### config.mk
export PLATFORM = sky130hd
export DESIGN_NAME = id_ex_stage
export DESIGN_NICKNAME = d
export VERILOG_FILES = /design/src/rtl/mips_defs_pkg.sv /design/src/rtl/alu_decoder.sv /design/src/rtl/id_ex_stage.sv
export SDC_FILE = /design/constraint.sdc
export NUM_CORES = 1
export LEC_CHECK = 0
export ABC_AREA = 0
export CORE_MARGIN = 10
export CORE_UTILIZATION = 43
export CTS_BUF_LIST = sky130_fd_sc_hd__clkbuf_16
export CTS_CLUSTER_SIZE = 40
export DETAILED_ROUTE_END_ITERATION = 10
export GPL_TIMING_DRIVEN = 0
export MAX_ROUTING_LAYER = met4
export PLACE_DENSITY_LB_ADDON = 0.3
export SYNTH_ARGS = -nofsm -noshare
export SYNTH_HDL_FRONTEND = slang
export SYNTH_SLANG_ARGS = --single-unit
export TNS_END_PERCENT = 5
### constraint.sdc
create_clock -name clk -period 0.8 [get_ports clk]
set_input_delay 0.08 -clock clk [delete_from_list [all_inputs] [get_ports clk]]
set_output_delay 0.08 -clock clk [all_outputs]
set_load 0.01 [all_outputs]
### src/rtl/mips_defs_pkg.sv
// Shared MIPS decode definitions: ALU op_codes, opcode/funct values and
// the control bundle carried from decode into execute.
package mips_defs_pkg;

    localparam int unsigned ALU_OP_W   = 4;
    localparam int unsigned OPCODE_W   = 6;
    localparam int unsigned FUNCT_W    = 6;
    localparam int unsigned IMM_W      = 16;
    localparam int unsigned LUI_SHIFT  = 16;

    localparam logic [ALU_OP_W-1:0] ALU_SLL = 4'd0;
    localparam logic [ALU_OP_W-1:0] ALU_SRL = 4'd1;
    localparam logic [ALU_OP_W-1:0] ALU_SRA = 4'd2;
    localparam logic [ALU_OP_W-1:0] ALU_ADD = 4'd3;
    localparam logic [ALU_OP_W-1:0] ALU_SUB = 4'd4;
    localparam logic [ALU_OP_W-1:0] ALU_AND = 4'd5;
    localparam logic [ALU_OP_W-1:0] ALU_OR  = 4'd6;
    localparam logic [ALU_OP_W-1:0] ALU_XOR = 4'd7;
    localparam logic [ALU_OP_W-1:0] ALU_NOR = 4'd8;
    localparam logic [ALU_OP_W-1:0] ALU_SLT = 4'd9;

    localparam logic [OPCODE_W-1:0] OP_RTYPE = 6'h00;
    localparam logic [OPCODE_W-1:0] OP_BEQ   = 6'h04;
    localparam logic [OPCODE_W-1:0] OP_BNE   = 6'h05;
    localparam logic [OPCODE_W-1:0] OP_ADDI  = 6'h08;
    localparam logic [OPCODE_W-1:0] OP_ADDIU = 6'h09;
    localparam logic [OPCODE_W-1:0] OP_SLTI  = 6'h0A;
    localparam logic [OPCODE_W-1:0] OP_ANDI  = 6'h0C;
    localparam logic [OPCODE_W-1:0] OP_ORI   = 6'h0D;
    localparam logic [OPCODE_W-1:0] OP_XORI  = 6'h0E;
    localparam logic [OPCODE_W-1:0] OP_LUI   = 6'h0F;
    localparam logic [OPCODE_W-1:0] OP_LW    = 6'h23;
    localparam logic [OPCODE_W-1:0] OP_SW    = 6'h2B;

    localparam logic [FUNCT_W-1:0] FN_SLL  = 6'h00;
    localparam logic [FUNCT_W-1:0] FN_SRL  = 6'h02;
    localparam logic [FUNCT_W-1:0] FN_SRA  = 6'h03;
    localparam logic [FUNCT_W-1:0] FN_SLLV = 6'h04;
    localparam logic [FUNCT_W-1:0] FN_SRLV = 6'h06;
    localparam logic [FUNCT_W-1:0] FN_SRAV = 6'h07;
    localparam logic [FUNCT_W-1:0] FN_ADD  = 6'h20;
    localparam logic [FUNCT_W-1:0] FN_ADDU = 6'h21;
    localparam logic [FUNCT_W-1:0] FN_SUB  = 6'h22;
    localparam logic [FUNCT_W-1:0] FN_SUBU = 6'h23;
    localparam logic [FUNCT_W-1:0] FN_AND  = 6'h24;
    localparam logic [FUNCT_W-1:0] FN_OR   = 6'h25;
    localparam logic [FUNCT_W-1:0] FN_XOR  = 6'h26;
    localparam logic [FUNCT_W-1:0] FN_NOR  = 6'h27;
    localparam logic [FUNCT_W-1:0] FN_SLT  = 6'h2A;

    typedef struct packed {
        logic reg_write;
        logic mem_read;
        logic mem_write;
        logic branch_eq;
        logic branch_ne;
    } ctrl_t;

    typedef enum logic [1:0] {
        OP1_RS    = 2'd0,
        OP1_SHAMT = 2'd1,
        OP1_LUI   = 2'd2
    } op1_sel_t;

    typedef enum logic {
        OP2_RT  = 1'b0,
        OP2_IMM = 1'b1
    } op2_sel_t;

    typedef enum logic {
        EXT_SIGN = 1'b0,
        EXT_ZERO = 1'b1
    } ext_t;

endpackage

### src/rtl/alu_decoder.sv
// Combinational opcode/funct decode into ALU op, operand selects,
// immediate extension mode, control bits and an illegal flag.
module alu_decoder
    import mips_defs_pkg::*;
(
    input  logic [OPCODE_W-1:0] opcode,
    input  logic [FUNCT_W-1:0]  funct,
    output logic [ALU_OP_W-1:0] alu_op_c,
    output op1_sel_t            op1_sel_c,
    output op2_sel_t            op2_sel_c,
    output ext_t                ext_c,
    output logic                dest_rd_c,
    output ctrl_t               ctrl_c,
    output logic                illegal_c
);

    always_comb begin
        alu_op_c  = ALU_SLL;
        op1_sel_c = OP1_RS;
        op2_sel_c = OP2_RT;
        ext_c     = EXT_SIGN;
        dest_rd_c = 1'b0;
        ctrl_c    = '0;
        illegal_c = 1'b0;

        unique case (opcode)
            OP_RTYPE: begin
                dest_rd_c        = 1'b1;
                ctrl_c.reg_write = 1'b1;
                unique case (funct)
                    FN_SLL:  begin alu_op_c = ALU_SLL; op1_sel_c = OP1_SHAMT; end
                    FN_SRL:  begin alu_op_c = ALU_SRL; op1_sel_c = OP1_SHAMT; end
                    FN_SRA:  begin alu_op_c = ALU_SRA; op1_sel_c = OP1_SHAMT; end
                    FN_SLLV: alu_op_c = ALU_SLL;
                    FN_SRLV: alu_op_c = ALU_SRL;
                    FN_SRAV: alu_op_c = ALU_SRA;
                    FN_ADD, FN_ADDU: alu_op_c = ALU_ADD;
                    FN_SUB, FN_SUBU: alu_op_c = ALU_SUB;
                    FN_AND:  alu_op_c = ALU_AND;
                    FN_OR:   alu_op_c = ALU_OR;
                    FN_XOR:  alu_op_c = ALU_XOR;
                    FN_NOR:  alu_op_c = ALU_NOR;
                    FN_SLT:  alu_op_c = ALU_SLT;
                    default: illegal_c = 1'b1;
                endcase
            end
            OP_ADDI, OP_ADDIU: begin
                alu_op_c = ALU_ADD; op2_sel_c = OP2_IMM; ctrl_c.reg_write = 1'b1;
            end
            OP_SLTI: begin
                alu_op_c = ALU_SLT; op2_sel_c = OP2_IMM; ctrl_c.reg_write = 1'b1;
            end
            OP_ANDI: begin
                alu_op_c = ALU_AND; op2_sel_c = OP2_IMM; ext_c = EXT_ZERO;
                ctrl_c.reg_write = 1'b1;
            end
            OP_ORI: begin
                alu_op_c = ALU_OR; op2_sel_c = OP2_IMM; ext_c = EXT_ZERO;
                ctrl_c.reg_write = 1'b1;
            end
            OP_XORI: begin
                alu_op_c = ALU_XOR; op2_sel_c = OP2_IMM; ext_c = EXT_ZERO;
                ctrl_c.reg_write = 1'b1;
            end
            // LUI is realised as imm << 16 on the shifter
            OP_LUI: begin
                alu_op_c = ALU_SLL; op1_sel_c = OP1_LUI; op2_sel_c = OP2_IMM;
                ext_c = EXT_ZERO; ctrl_c.reg_write = 1'b1;
            end
            OP_LW: begin
                alu_op_c = ALU_ADD; op2_sel_c = OP2_IMM;
                ctrl_c.reg_write = 1'b1; ctrl_c.mem_read = 1'b1;
            end
            OP_SW: begin
                alu_op_c = ALU_ADD; op2_sel_c = OP2_IMM; ctrl_c.mem_write = 1'b1;
            end
            OP_BEQ: begin
                alu_op_c = ALU_SUB; ctrl_c.branch_eq = 1'b1;
            end
            OP_BNE: begin
                alu_op_c = ALU_SUB; ctrl_c.branch_ne = 1'b1;
            end
            default: illegal_c = 1'b1;
        endcase
    end

endmodule

### src/rtl/id_ex_stage.sv
// ID/EX pipeline register: decodes the instruction, pre-muxes ALU operands
// and registers them with control bits under flush/stall control.
module id_ex_stage
    import mips_defs_pkg::*;
#(
    parameter int unsigned N          = 32,
    parameter int unsigned REG_ADDR_W = 5
) (
    input  logic                  clk,
    input  logic                  rst_n,
    input  logic [31:0]           instr,
    input  logic                  instr_valid,
    input  logic [N-1:0]          rs_data,
    input  logic [N-1:0]          rt_data,
    input  logic                  stall,
    input  logic                  flush,
    output logic [3:0]            alu_op,
    output logic [N-1:0]          alu_operand1,
    output logic [N-1:0]          alu_operand2,
    output logic [N-1:0]          store_data,
    output logic [REG_ADDR_W-1:0] dest_reg,
    output logic                  reg_write,
    output logic                  mem_read,
    output logic                  mem_write,
    output logic                  branch_eq,
    output logic                  branch_ne,
    output logic                  ex_valid,
    output logic                  illegal
);

    logic [ALU_OP_W-1:0]   alu_op_c;
    op1_sel_t              op1_sel_c;
    op2_sel_t              op2_sel_c;
    ext_t                  ext_c;
    logic                  dest_rd_c;
    ctrl_t                 ctrl_c;
    logic                  illegal_c;

    logic [N-1:0]          imm_ext;
    logic [ALU_OP_W-1:0]   nxt_alu_op;
    logic [N-1:0]          nxt_op1;
    logic [N-1:0]          nxt_op2;
    logic [N-1:0]          nxt_store;
    logic [REG_ADDR_W-1:0] nxt_dest;
    ctrl_t                 nxt_ctrl;
    logic                  nxt_valid;
    logic                  nxt_illegal;

    // rs address field is consumed by the register file, not here
    logic unused_rs_addr;
    assign unused_rs_addr = ^instr[25:21];

    alu_decoder u_alu_decoder (
        .opcode    (instr[31:26]),
        .funct     (instr[5:0]),
        .alu_op_c  (alu_op_c),
        .op1_sel_c (op1_sel_c),
        .op2_sel_c (op2_sel_c),
        .ext_c     (ext_c),
        .dest_rd_c (dest_rd_c),
        .ctrl_c    (ctrl_c),
        .illegal_c (illegal_c)
    );

    // Operand muxing; bubbles (invalid or illegal slots) load all zeros
    always_comb begin
        nxt_alu_op  = '0;
        nxt_op1     = '0;
        nxt_op2     = '0;
        nxt_store   = '0;
        nxt_dest    = '0;
        nxt_ctrl    = '0;
        nxt_valid   = 1'b0;
        nxt_illegal = instr_valid & illegal_c;

        if (ext_c == EXT_SIGN) begin
            imm_ext = {{(N-IMM_W){instr[15]}}, instr[15:0]};
        end else begin
            imm_ext = {{(N-IMM_W){1'b0}}, instr[15:0]};
        end

        if (instr_valid && !illegal_c) begin
            nxt_alu_op = alu_op_c;
            unique case (op1_sel_c)
                OP1_SHAMT: nxt_op1 = N'(instr[10:6]);
                OP1_LUI:   nxt_op1 = N'(LUI_SHIFT);
                default:   nxt_op1 = rs_data;
            endcase
            nxt_op2   = (op2_sel_c == OP2_IMM) ? imm_ext : rt_data;
            nxt_store = rt_data;
            nxt_dest  = dest_rd_c ? REG_ADDR_W'(instr[15:11]) : REG_ADDR_W'(instr[20:16]);
            nxt_ctrl  = ctrl_c;
            nxt_valid = 1'b1;
        end
    end

    // Priority: reset, flush, stall (hold all but illegal), load
    always_ff @(posedge clk or negedge rst_n) begin
        if (!rst_n) begin
            alu_op       <= '0;
            alu_operand1 <= '0;
            alu_operand2 <= '0;
            store_data   <= '0;
            dest_reg     <= '0;
            reg_write    <= 1'b0;
            mem_read     <= 1'b0;
            mem_write    <= 1'b0;
            branch_eq    <= 1'b0;
            branch_ne    <= 1'b0;
            ex_valid     <= 1'b0;
            illegal      <= 1'b0;
        end else if (flush) begin
            alu_op       <= '0;
            alu_operand1 <= '0;
            alu_operand2 <= '0;
            store_data   <= '0;
            dest_reg     <= '0;
            reg_write    <= 1'b0;
            mem_read     <= 1'b0;
            mem_write    <= 1'b0;
            branch_eq    <= 1'b0;
            branch_ne    <= 1'b0;
            ex_valid     <= 1'b0;
            illegal      <= 1'b0;
        end else if (stall) begin
            illegal      <= 1'b0;
        end else begin
            alu_op       <= nxt_alu_op;
            alu_operand1 <= nxt_op1;
            alu_operand2 <= nxt_op2;
            store_data   <= nxt_store;
            dest_reg     <= nxt_dest;
            reg_write    <= nxt_ctrl.reg_write;
            mem_read     <= nxt_ctrl.mem_read;
            mem_write    <= nxt_ctrl.mem_write;
            branch_eq    <= nxt_ctrl.branch_eq;
            branch_ne    <= nxt_ctrl.branch_ne;
            ex_valid     <= nxt_valid;
            illegal      <= nxt_illegal;
        end
    end

endmodule

==> After elaboration in Yosys (flattened, before gate mapping) <==
Cells that the tools add are included.
{ "word_totals": {"ff_bits": 112, "word_cells": 106, "in_bits": 101} }
{ "op_classes": {"mux": 49, "n_bitwise": 1, "eq_ne": 28, "n_reduce_logical": 16} }
{ "ops": {"columns": ["op", "count"], "rows": [
  ["$mux 32", 11],
  ["$eq 6x6->1 const B", 11],
  ["$pmux 32 s2", 1],
  ["$eq 6x4->1 const B", 7],
  ["$pmux 4 s9", 1],
  ["$eq 6x3->1 const B", 5],
  ["$pmux 4 s7", 1],
  ["$mux 1", 25],
  ["$mux 5", 5],
  ["$reduce_or 9->1", 2],
  ["$reduce_or 15->1", 1],
  ["$eq 6x2->1 const B", 2],
  ["$logic_not 6->1", 2],
  ["$mux 4", 3],
  ["$reduce_or 11->1", 1],
  ["$reduce_or 2->1", 5],
  ["$reduce_or 4->1", 2],
  ["$pmux 2 s2", 1],
  ["$reduce_or 3->1", 1],
  ["$eq 2x1->1 const B", 1],
  ["$eq 2x2->1 const B", 1],
  ["$ne 2x1->1 const B", 1],
  ["$pmux 1 s2", 1],
  ["$and 1x1->1", 1],
  ["2 further kinds", 2]
]} }

==> Logic depth before layout (Yosys ltp) <==
{ "logic_depth": {"word_depth": 9, "depth_mapped": 11, "ltp_nobuf": 10} }

==> Modules after synthesis <==
Synthesis repeated with hierarchy kept, for this count alone.
{ "unflattened": {"cells_unflattened": 419, "area_unflattened_um2": 4783.3} }
{ "modules_own_cells": {"columns": ["mod", "n_inst", "seq_area_each_um2", "area_per_inst_um2", "cells_per_inst"], "rows": [
  ["id_ex_stage", 1, 2802.7, 4357.9, 350],
  ["alu_decoder", 1, 0.0, 425.4, 69]
]} }

==> Least setup slack after synthesis <==
OpenSTA, ideal clock, no wires.
{ "synth_path": {"path_kind": "input to register", "from": "in instr[29]", "to": "reg alu_operand1[2]", "path_slack_ns": -1.362, "path_stages": 10, "required_ns": 0.672, "n_path_buf": 3, "setup_time_ns": 0.128, "arrival_time_ns": 2.034, "path_cell_list": "buf_6 or3_4 nor3_4 nand2_1 nor4_1 ha_1 clkbuf_1 clkbuf_1 a22oi_1 o21ai_0"} }
{ "synth_via": {"elab_chain_cells": 8, "elab_cells_between_ends": 23, "classes_between": "eq/ne: 13; mux: 6; reduce/logical: 4"} }
{ "synth_lines": {"columns": ["element", "line", "text"], "rows": [
  ["start: declaration", "id_ex_stage.sv:11", "input logic [31:0] instr,"],
  ["$eq 6x4->1, or another cell as far along", "alu_decoder.sv:26", "unique case (opcode)"],
  ["$reduce_or 11->1 (no source line)", null, null],
  ["$pmux 1 s2", "alu_decoder.sv:26", null],
  ["$logic_not 1->1", "id_ex_stage.sv:82", "if (instr_valid && !illegal_c) begin"],
  ["$logic_and 1x1->1", "id_ex_stage.sv:82", null],
  ["$mux 32 *", "id_ex_stage.sv:82", null],
  ["$mux 32 *", "id_ex_stage.sv:125", "end else if (stall) begin"],
  ["$mux 32 *", "id_ex_stage.sv:112", "end else if (flush) begin"],
  ["end signal: assignment", "id_ex_stage.sv:129", "alu_operand1 <= nxt_op1;"],
  ["end: declaration", "id_ex_stage.sv:18", "output logic [N-1:0] alu_operand1,"]
]} }
Every way passes the cells marked *; elsewhere a longest branch is shown, timed or not. The select of a mux whose other input is x is not followed.
A chain may end at the register's enable or synchronous reset.

==> Final worst setup path <==
{ "layout_path": {"from": "in instr[29]", "to": "reg alu_operand1[22]"} }
The elaborated chain is that of the path after synthesis.

==> flow_metrics.py <==
metrics = {
    "layout": {
        "drive_gt1_frac": 0.3045,
        "regArea_um2": 2803,
        "multi_input_area_um2": 2142,
        "nFillCells": 906,
        "final_nets": 781,
        "diodes": 0,
        "reg_top3": "alu_operand1 x32, alu_operand2 x32, store_data x32",
        "syn_to_final_growth_pct": 53.48,
        "fin_cells": 826,
    },
    "sta": {
        "fin_crit_ns": 1.702,
        "maxSlewHeadroom": 0.4700,
        "fmax_mhz": 587.5,
        "hold_viol": 60,
        "fin_skew_ns": 0,
        "holdWs_ns": -0.1858,
        "setup_violations": 224,
        "post-route-period-util": 2.128,
        "tightest_slew_ns": 0.7950,
        "tns_ns": -98.33,
        "slew_viol_final": 0,
        "rsz0062_at_grt": "true",
        "setup_ws_ns": -0.9021,
    },
    "synthesis": {
        "synth_top_family_by_area": "compound AO/OA/AOI/OAI gates",
        "yosysMostFrequentCell": "dfrtp_1",
        "ys_top_cells_by_count": "112 x dfrtp_1, 57 x nand2_1, 50 x a22o_1",
        "ys_ff_latch": 112,
        "netlist_instances": 451,
        "synth_edf_count": 0,
        "synth_xor_area_frac": 0.003477,
        "syn_area_um2": 5037,
        "syn_avg_cell_area_um2": 11.17,
        "ys_types": 50,
        "ys_seq_area_frac": 0.5564,
        "synthFlopType": "dfrtp_1",
        "synth.top_cell.area_share": 0.5564,
        "synth-simple-area-share": 0.09588,
        "synth-compound-area-share": 0.2459,
        "synth_area_leaders": "dfrtp_1 56%, a22o_1 8.7%, a32o_1 6.2%",
        "synth.area.mux_share": 0.04173,
        "synthArstFlopShare": 1.000,
        "synth_fa_ha_area_frac": 0.004968,
        "yosysTopAreaCell": "dfrtp_1",
        "synth_fp_nets": 554,
        "yosysWarnings": 0,
    },
    "critical_path": {
        "crit_arrival_ns": 1.95,
        "r2r_cells": 1,
        "max_stage_delay_ns": 0.39,
        "worst_setup_path_start_kind": "primary input",
        "criticalPathCategory": "primary input to register",
        "slowest_stage": "or3_4",
        "crit_fanout": 5,
        "crit_required_ns": 1.04,
        "worstPathCellList": "buf_8 > or3_4 > nor3_4 > nand2_2 > nor4_4 > ha_1 > buf_4 > clkbuf_8 > a32o_1",
        "endpoint_kind": "register",
    },
    "power": {
        "powerDensity_nw_per_um2": 1497,
        "p_int_uw": 8639,
        "p_switching_uw": 2931,
        "p_comb_frac": 0.141,
        "p_sw_frac": 0.2534,
        "power.total_uw": 11570,
        "seqPwrFrac": 0.499,
        "vdd_drop_max_mv": 1.284,
        "p_leak_uw": 0.003703,
        "clkPwrFrac": 0.360,
    },
    "global_routing": {
        "grt_max_degree": 62,
        "grt_pass1_vias": 4946,
        "grt_pass1_wl_mm": 27.90,
        "antenna_found_initial": 0,
        "grt-ovfl-total": 0,
        "track_usage": 0.2202,
    },
    "placed_design": {
        "dp.cells": 796,
        "post-dp-hpwl_mm": 13.25,
        "place.gp.congestion": 0.8730,
        "portBuffers": 201,
        "pre_cts_slack_ns": -1.901,
    },
    "routing": {
        "drc": 0,
        "wl_mm": 17.90,
        "wl_per_cell_um": 21.66,
        "vias": 4731,
        "via_per_inst": 5.728,
        "drt_iter0_drc": 414,
        "first_pass_iters": 5,
        "drtAntennaViolNets": 0,
    },
    "cts": {
        "clock-root-buffer": "clkbuf_16",
        "cts_tree": "built",
        "clk_path_buf_depth": 2,
        "cts_made_buffers": 9,
        "htree_levels": 3,
        "path_clk_slew_ns": 0.08,
        "clock_sinks": 112,
        "clock_latency_ns": 0.34,
    },
    "hold_path": {
        "hold_class": "primary input to async pin",
    },
    "status": {
        "violations": "negative hold slack, negative setup slack",
        "status": "finished with violations",
    },
    "die": {
        "die_w_um": 128.2,
        "top_level_ports": 213,
        "fp.dieH_um": 128.2,
        "rows": 39,
        "start_util": 0.4393,
        "core-area_um2": 11470,
        "fp.dieArea_um2": 16440,
    },
    "job": {
        "drv_cap": 0,
    },
}
## final cells by class
type                    instances  share of cell area
clock inverters                 7            0.005179
flip-flops and latches        112              0.3625
clock buffers                   9             0.02913
well taps                     143             0.02314
repair buffers                216              0.2528
inverters                       5            0.002428
multi-input cells             291              0.2771
plain buffers                  43             0.04774
## stage by stage
step | utilization | cell area, um2
6_report | 0.6742 | 7731
5_1_grt | 0.6742 | 7731
4_1_cts | 0.6538 | 7497
3_5_place_dp | 0.6382 | 7318
3_3_place_gp | 0.6360 | 7293
2_1_floorplan | - | 5102
## power groups by stage
| stage | Sequential [uW] | Clock (uW) | Combinational [uW] |
|---|---|---|---|
| finish | 5780 | 4170 | 1630 |
| floorplan | 5920 | 0 | 547 |
| global route | 5790 | 4430 | 1760 |
| global placement | 5880 | 0 | 1490 |
| CTS | 5770 | 4210 | 1580 |
| detailed placement | 5880 | 0 | 1530 |
## final timing paths
check                                              from                           end  slack [ns]
setup reg to reg           alu_operand1[21]$_DFFE_PN0P_  alu_operand1[21]$_DFFE_PN0P_        0.06
max in group asynchronous                         rst_n     store_data[4]$_DFFE_PN0P_        0.25
hold reg to reg             alu_operand2[0]$_DFFE_PN0P_   alu_operand2[0]$_DFFE_PN0P_        0.47
setup / recovery                              instr[29]  alu_operand1[22]$_DFFE_PN0P_       -0.90
min in group clk                               instr[5]   alu_operand2[5]$_DFFE_PN0P_        0.16
hold / removal                                    rst_n  alu_operand1[24]$_DFFE_PN0P_       -0.19
## cells by family after synthesis
| kind of cell | Yosys count |
|---|---|
| buf+inv | 48 |
| fa+ha+maj | 2 |
| mux | 21 |
| flops | 112 |
| simple gates | 100 |
| compound gates | 166 |
| xor+xnor | 2 |
## per-layer routing
layer  vias up  share of wire  wire length (um)  track usage
met4         0          0.019               336      0.06821
met5         -              0                 0            -
met1      2334           0.41              7305       0.2678
met2       237           0.46              8279       0.3323
li1       2134              -                 -            -
met3        26           0.11              1973      0.08313
## repair_timing
action / 4_1_cts / 5_1_grt
setup endpoints to repair: 224 / 224
pin swaps: 10 / 8
buffers inserted: 11 / 0
resized for setup: 541 / 48
endpoints found under the hold margin: 60 / 60
gates cloned: 3 / 0
## critical path: cells and delay by family
family,cells,cell delay (ns)
AO/OA/AOI/OAI,1,0.21
buffers and inverters,3,0.46
AND/OR/NAND/NOR,4,0.88
adder cells (fa/ha/maj),1,0.32
## placed cells by master (no fill, tap or decap), types with 2 or more instances in the layout
master and n:
a21oi_1 10, a21oi_4 2, a22o_1 50, a22oi_2 4, a31oi_1 2, a32o_1 31, buf_2 60, buf_4 16
buf_6 66, buf_8 3, clkbuf_1 12, clkbuf_16 11, clkbuf_2 3, clkbuf_4 4, clkbuf_8 5, clkdlybuf4s50_1 82
dfrtp_1 112, dlygate4sd2_1 3, ha_1 2, inv_1 9, inv_6 2, mux2i_1 20, nand2_1 54, nand2_2 3
nand2b_1 2, nand3_1 2, nand3b_1 3, nand4b_1 2, nor2_1 7, nor2_2 2, nor2b_1 2, nor3_1 3
o21ai_0 44, o21ai_1 8, o21ai_2 2, o21bai_1 2, or2_4 2, or3_1 2, or3_4 2
Power figures use the tool's default switching activity.
==> patch 1, RTL diff (same flow settings) <==
Reset style: synchronous (`rst_n`), changed in one clocked block.
--- a/src/rtl/id_ex_stage.sv
+++ b/src/rtl/id_ex_stage.sv
@@ -97,3 +97,3 @@
     // Priority: reset, flush, stall (hold all but illegal), load
-    always_ff @(posedge clk or negedge rst_n) begin
+    always_ff @(posedge clk) begin
         if (!rst_n) begin
Formal check against the unedited RTL: differs if rst_n is asserted again (counterexample within 4 cycles, from zero or initial values and one cycle with rst_n low); with rst_n held inactive, the same outputs for 4 cycles.
==> patch 1 against the unedited design <==
  * The flow finishes with violations (negative setup slack)
  * Routed wire length rose by 3.3%
  * Via count is 8.7% higher
  * Register-to-register slack worse by 0.18 ns
  * Global-route usage rose by 0.77 points
  * Sequential cell count did not move
  * Final cell count rose by 6.2%
  * Fmax fell by 19%
  * Design area is 1.4% higher
  * Area after synthesis decreased by 4.2%
  * Setup slack lost 0.40 ns
  * Core utilization rose by 4.6 points
  * Die area shrank 3.6%
  * Total power increased by 1.3%
  * Critical path type unchanged
  * Highest routed layer unchanged
==> patch 1: results (changes against the unedited design) <==
count of cell types in the netlist = 55 (+10%)
first-pass GRT wire length = 28660 microns (+2.7%)
Post-Syn Area per Cell = 9.421 sq um (-16%)
P&R area growth vs syn = 62.52%
vias in the first global route = 5136 (+3.8%)
Setup WS post-layout = -1.303 ns (-0.4009 ns)
LEAKAGE = 3.143 nW (-15%)
failing checks = negative setup slack
Setup violations, final = 224 (unchanged)
HP Class = primary input to flop
Clock Latency Late Sink = 0.36 ns (+0.02 ns)
1st-iter DRT viols = 394 (-4.8%)
Setup Fix Bufs, Post-CTS = 7 (-4)
Synth Area in XOR/XNOR = 0.1816% (-0.17 points)
Seq/Total Area, Yosys = 46.49% (-9.2 points)
Internal Power = 8.831 mW (+2.2%)
Hold WS = 0.06468 ns (+0.2504 ns)
critical path data arrival time = 2.39 ns (+0.44 ns)
outcome = complete, but fails checks
relative max-transition margin = 64.20% (+17 points)
CP max FO = 10 (+5)
power density cells = 1495 nW/um^2 (-0.13%)
Final Wtd Congestion = 0.9040 (+3.6%)
largest net degree at the start of global routing = 18 (-71%)
WL final = 18480 microns (+3.3%)
mux cell area share after synthesis = 1.453% (-2.7 points)
syn nets = 615 (+11%)
layout net count = 836 (+7.0%)
DR WL/cell = 21.07 microns (-2.7%)
-- patch 1: cell count changes after synthesis, sizes merged, moves of 14 or more --
cell	change
o221ai	+16
o22ai	+16
o31ai	+22
o21ai	-26
dfxtp	+112
nor2	+17
dfrtp	-112
a22o	+15
mux2i	-14
nand3	+25
o22a	+15
a32o	-31
-- patch 1: per-layer routing --
layer | vias up | GRT usage, % | wire length (microns)
met3 | 31 | 5.495 | 1273
met2 | 257 | 38.66 | 9446
met4 | 0 | 5.760 | 366
li1 | 2387 | - | -
met5 | - | - | 0
met1 | 2467 | 26.48 | 7393
-- patch 1: cell families (layout without fill, tap and decap cells) --
| kind of cell | Yosys count | in the layout |
|---|---|---|
| multiplexers | 7 | 7 |
| AND/OR/NAND/NOR | 141 | 141 |
| XOR/XNOR | 1 | 1 |
| AO/OA/AOI/OAI | 191 | 191 |
| flip-flops | 112 | 112 |
| adder cells (fa/ha/maj) | 3 | 3 |
| buffers and inverters | 57 | 282 |
-- patch 1: critical path: stages --
cell	delay (ns)
buf_8	0.10
buf_8	0.11
nor4_4	0.36
nand2_4	0.07
or3_4	0.40
nor4_4	0.33
ha_1	0.19
nor4b_4	0.34
buf_4	0.25
a22o_1	0.16
-- patch 1: layout make-up --
cell class                 instances  area share (%)
inverter                           5          0.2394
tap                              140           2.235
timing repair buffer             210           28.33
buffer                            52           4.230
multi-input combinational        343           31.00
clock inverter                     6          0.7821
clock buffer                       9           2.873
sequential                       112           30.31
-- patch 1: how the worst max path moves through the flow --
stage	start	to	cells after the start
floorplan	instr[30]	alu_operand1[12]	9
detailed placement	instr[26]	alu_operand1[28]	9
finish	instr[28]	alu_operand1[14]	10
global route	instr[28]	alu_operand1[14]	10
CTS	instr[26]	alu_operand1[28]	9
global placement	instr[26]	alu_operand1[29]	9
==> patch 2, RTL diff (same flow settings) <==
Made on the original files. Set the parameter `N` to 64 (it was 32).
--- a/src/rtl/id_ex_stage.sv
+++ b/src/rtl/id_ex_stage.sv
@@ -5,3 +5,3 @@
 #(
-    parameter int unsigned N          = 32,
+    parameter int unsigned N          = 64,
     parameter int unsigned REG_ADDR_W = 5
Interface: changed (5 resized); port bits go from 213 to 373. No check against the original RTL was run, so the function may have changed too.
==> patch 2 against the unedited design <==
  * The run still ends with negative hold slack, negative setup slack left
  * Synthesized cell count increased by 95%
  * Clock power is 150% higher
  * Count of clock-buffer cells in the layout rose by 14
  * Final cell count is 96% higher
  * Setup slack better by 0.20 ns
  * Sequential cell count up 96
  * Area after synthesis grew 80%
  * Via count rose by 95%
  * Total power grew 120%
  * Hold slack got worse by 0.32 ns
  * Routed wire length grew 120%
  * Global-route usage increased by 5.6 points
  * Design area increased by 99%
  * Largest power group unchanged
  * Highest routed layer unchanged
==> patch 2: results (changes against the unedited design) <==
outcome = complete, but fails checks
failing checks = negative hold slack, negative setup slack
CP max stage cell = a2111oi_2
DR vias = 9214 (+95%)
Largest regs = alu_operand1: 64 flops, alu_operand2: 64 flops, store_data: 64 flops
VDD IR-drop max = 0.001426 V (+11%)
Max Buffers Root-to-Sink = 3 (+1)
Clock Latency Late Sink = 0.52 ns (+0.18 ns)
Synth Area in XOR/XNOR = 0.09650% (-0.25 points)
adder-cell share of the synthesized area = 0.2757% (-0.22 points)
Tot GR Track Use = 27.59% (+5.6 points)
detailed-placement wirelength estimate = 26810 microns (+100%)
Setup TNS Final = -186.26 ns (-87.93 ns)
dpl ws = -2.195 ns (-0.2941 ns)
met3 Use GR = 8.032% (-0.28 points)
Clock H-tree levels = 1 (-2)
CP max FO = 10 (+5)
fillcell total = 1521 (+68%)
Seq/Total Area, Yosys = 57.35% (+1.7 points)
largest net degree at the start of global routing = 81 (+31%)
Worst setup startpoint = instr[1]
Final Hold Vio Count = 209 (+250%)
Synth top cells by count = dfrtp_1, nand2_1, o31ai_1
1st-iter DRT viols = 736 (+78%)
LEAKAGE = 7.074 nW (+91%)
R2R Path Start = store_data[28]
vias in the first global route = 9536 (+93%)
critical path data arrival time = 1.93 ns (-0.02 ns)
antenna violations before repair = 2 (+2)
mux cell area share after synthesis = 2.537% (-1.6 points)
met1 Track Usage GR = 31.48% (+4.7 points)
Reg-to-Reg End = store_data[28]
Hold WS = -0.5085 ns (-0.3227 ns)
Synth Area in Compound Gates = 20.04% (-4.5 points)
CP top delay family = buffers and inverters
Setup WS post-layout = -0.7005 ns (+0.2016 ns)
ratio of cells with drive above 1 in the final layout = 38.51% (+8.1 points)
cts bufs inserted = 23 (+14)
Setup crit end = alu_operand2[31]
layout net count = 1496 (+92%)
Largest stage delay, worst path = 0.35 ns (-0.04 ns)
Port Buffers = 364 (+81%)
Setup violations, final = 416 (+86%)
first-pass GRT wire length = 57040 microns (+100%)
CTS clk-pin slew, worst paths = 0.06 ns (-0.02 ns)
DR WL/cell = 24.40 microns (+13%)
grt met2 use = 46.07% (+13 points)
relative max-transition margin = 63.21% (+16 points)
synth top area cells = dfrtp_1, a32o_1, o31ai_1
patch 2: metal layers:
layer	share of wire [%]	wire length, microns
met5	0	0
met4	3.2	1254
met3	8.9	3533
met2	50	19900
met1	38	14910
patch 2: how the worst min path moves through the flow:
stage | end | cells past startpoint
5_1_grt | store_data[45] | 1
3_5_place_dp | alu_operand1[6] | 1
4_1_cts | alu_operand1[6] | 1
6_report | alu_operand1[6] | 1
3_3_place_gp | mem_read | 2
2_1_floorplan | alu_op[0] | 0
patch 2: what timing repair did:
item | 4_1_cts | 5_1_grt
gates cloned | 8 | 5
pin swaps | 47 | 85
resized for setup | 793 | 404
hold endpoints to repair | 215 | 81
endpoints found under the setup margin | 416 | 416
setup buffers | 38 | 6
patch 2: cells by family after synthesis:
family                     after synthesis
xor gates and xnor gates                 1
muxes                                   23
buffers and inverters                   94
AOI/OAI and AO/OA                      244
adders and majority gates                2
and+or+nand+nor                        306
DFF                                    208
patch 2: cell type report:
cell class	count	share of cell area, %
Sequential cell	208	33.83
Multi-Input combinational cell	576	27.86
Timing Repair Buffer	426	25.04
Buffer	90	6.238
Clock buffer	23	3.741
Tap cell	275	2.236
Clock inverter	18	0.9027
Inverter	4	0.09759
Antenna cell	3	0.04880
patch 2: metrics by stage:
step	util, %	hold WS, ns	cell area, sq um	instances
after floorplan	-	-0.2156	9145	878
after global placement	62.87	0.3353	13130	1517
after detailed placement	63.16	0.03502	13190	1519
after CTS	72.35	-0.5103	15110	1610
after global routing	73.64	-0.4916	15380	1622
final	73.65	-0.5085	15380	1623
patch 2: power by group:
group	internal, mW	leakage (nW)	switching [mW]
Clock	5.87	0.380	4.41
Combinational	2.17	3.80	2.25
Sequential	10.7	2.89	0.0877
Total	18.7	7.07	6.75
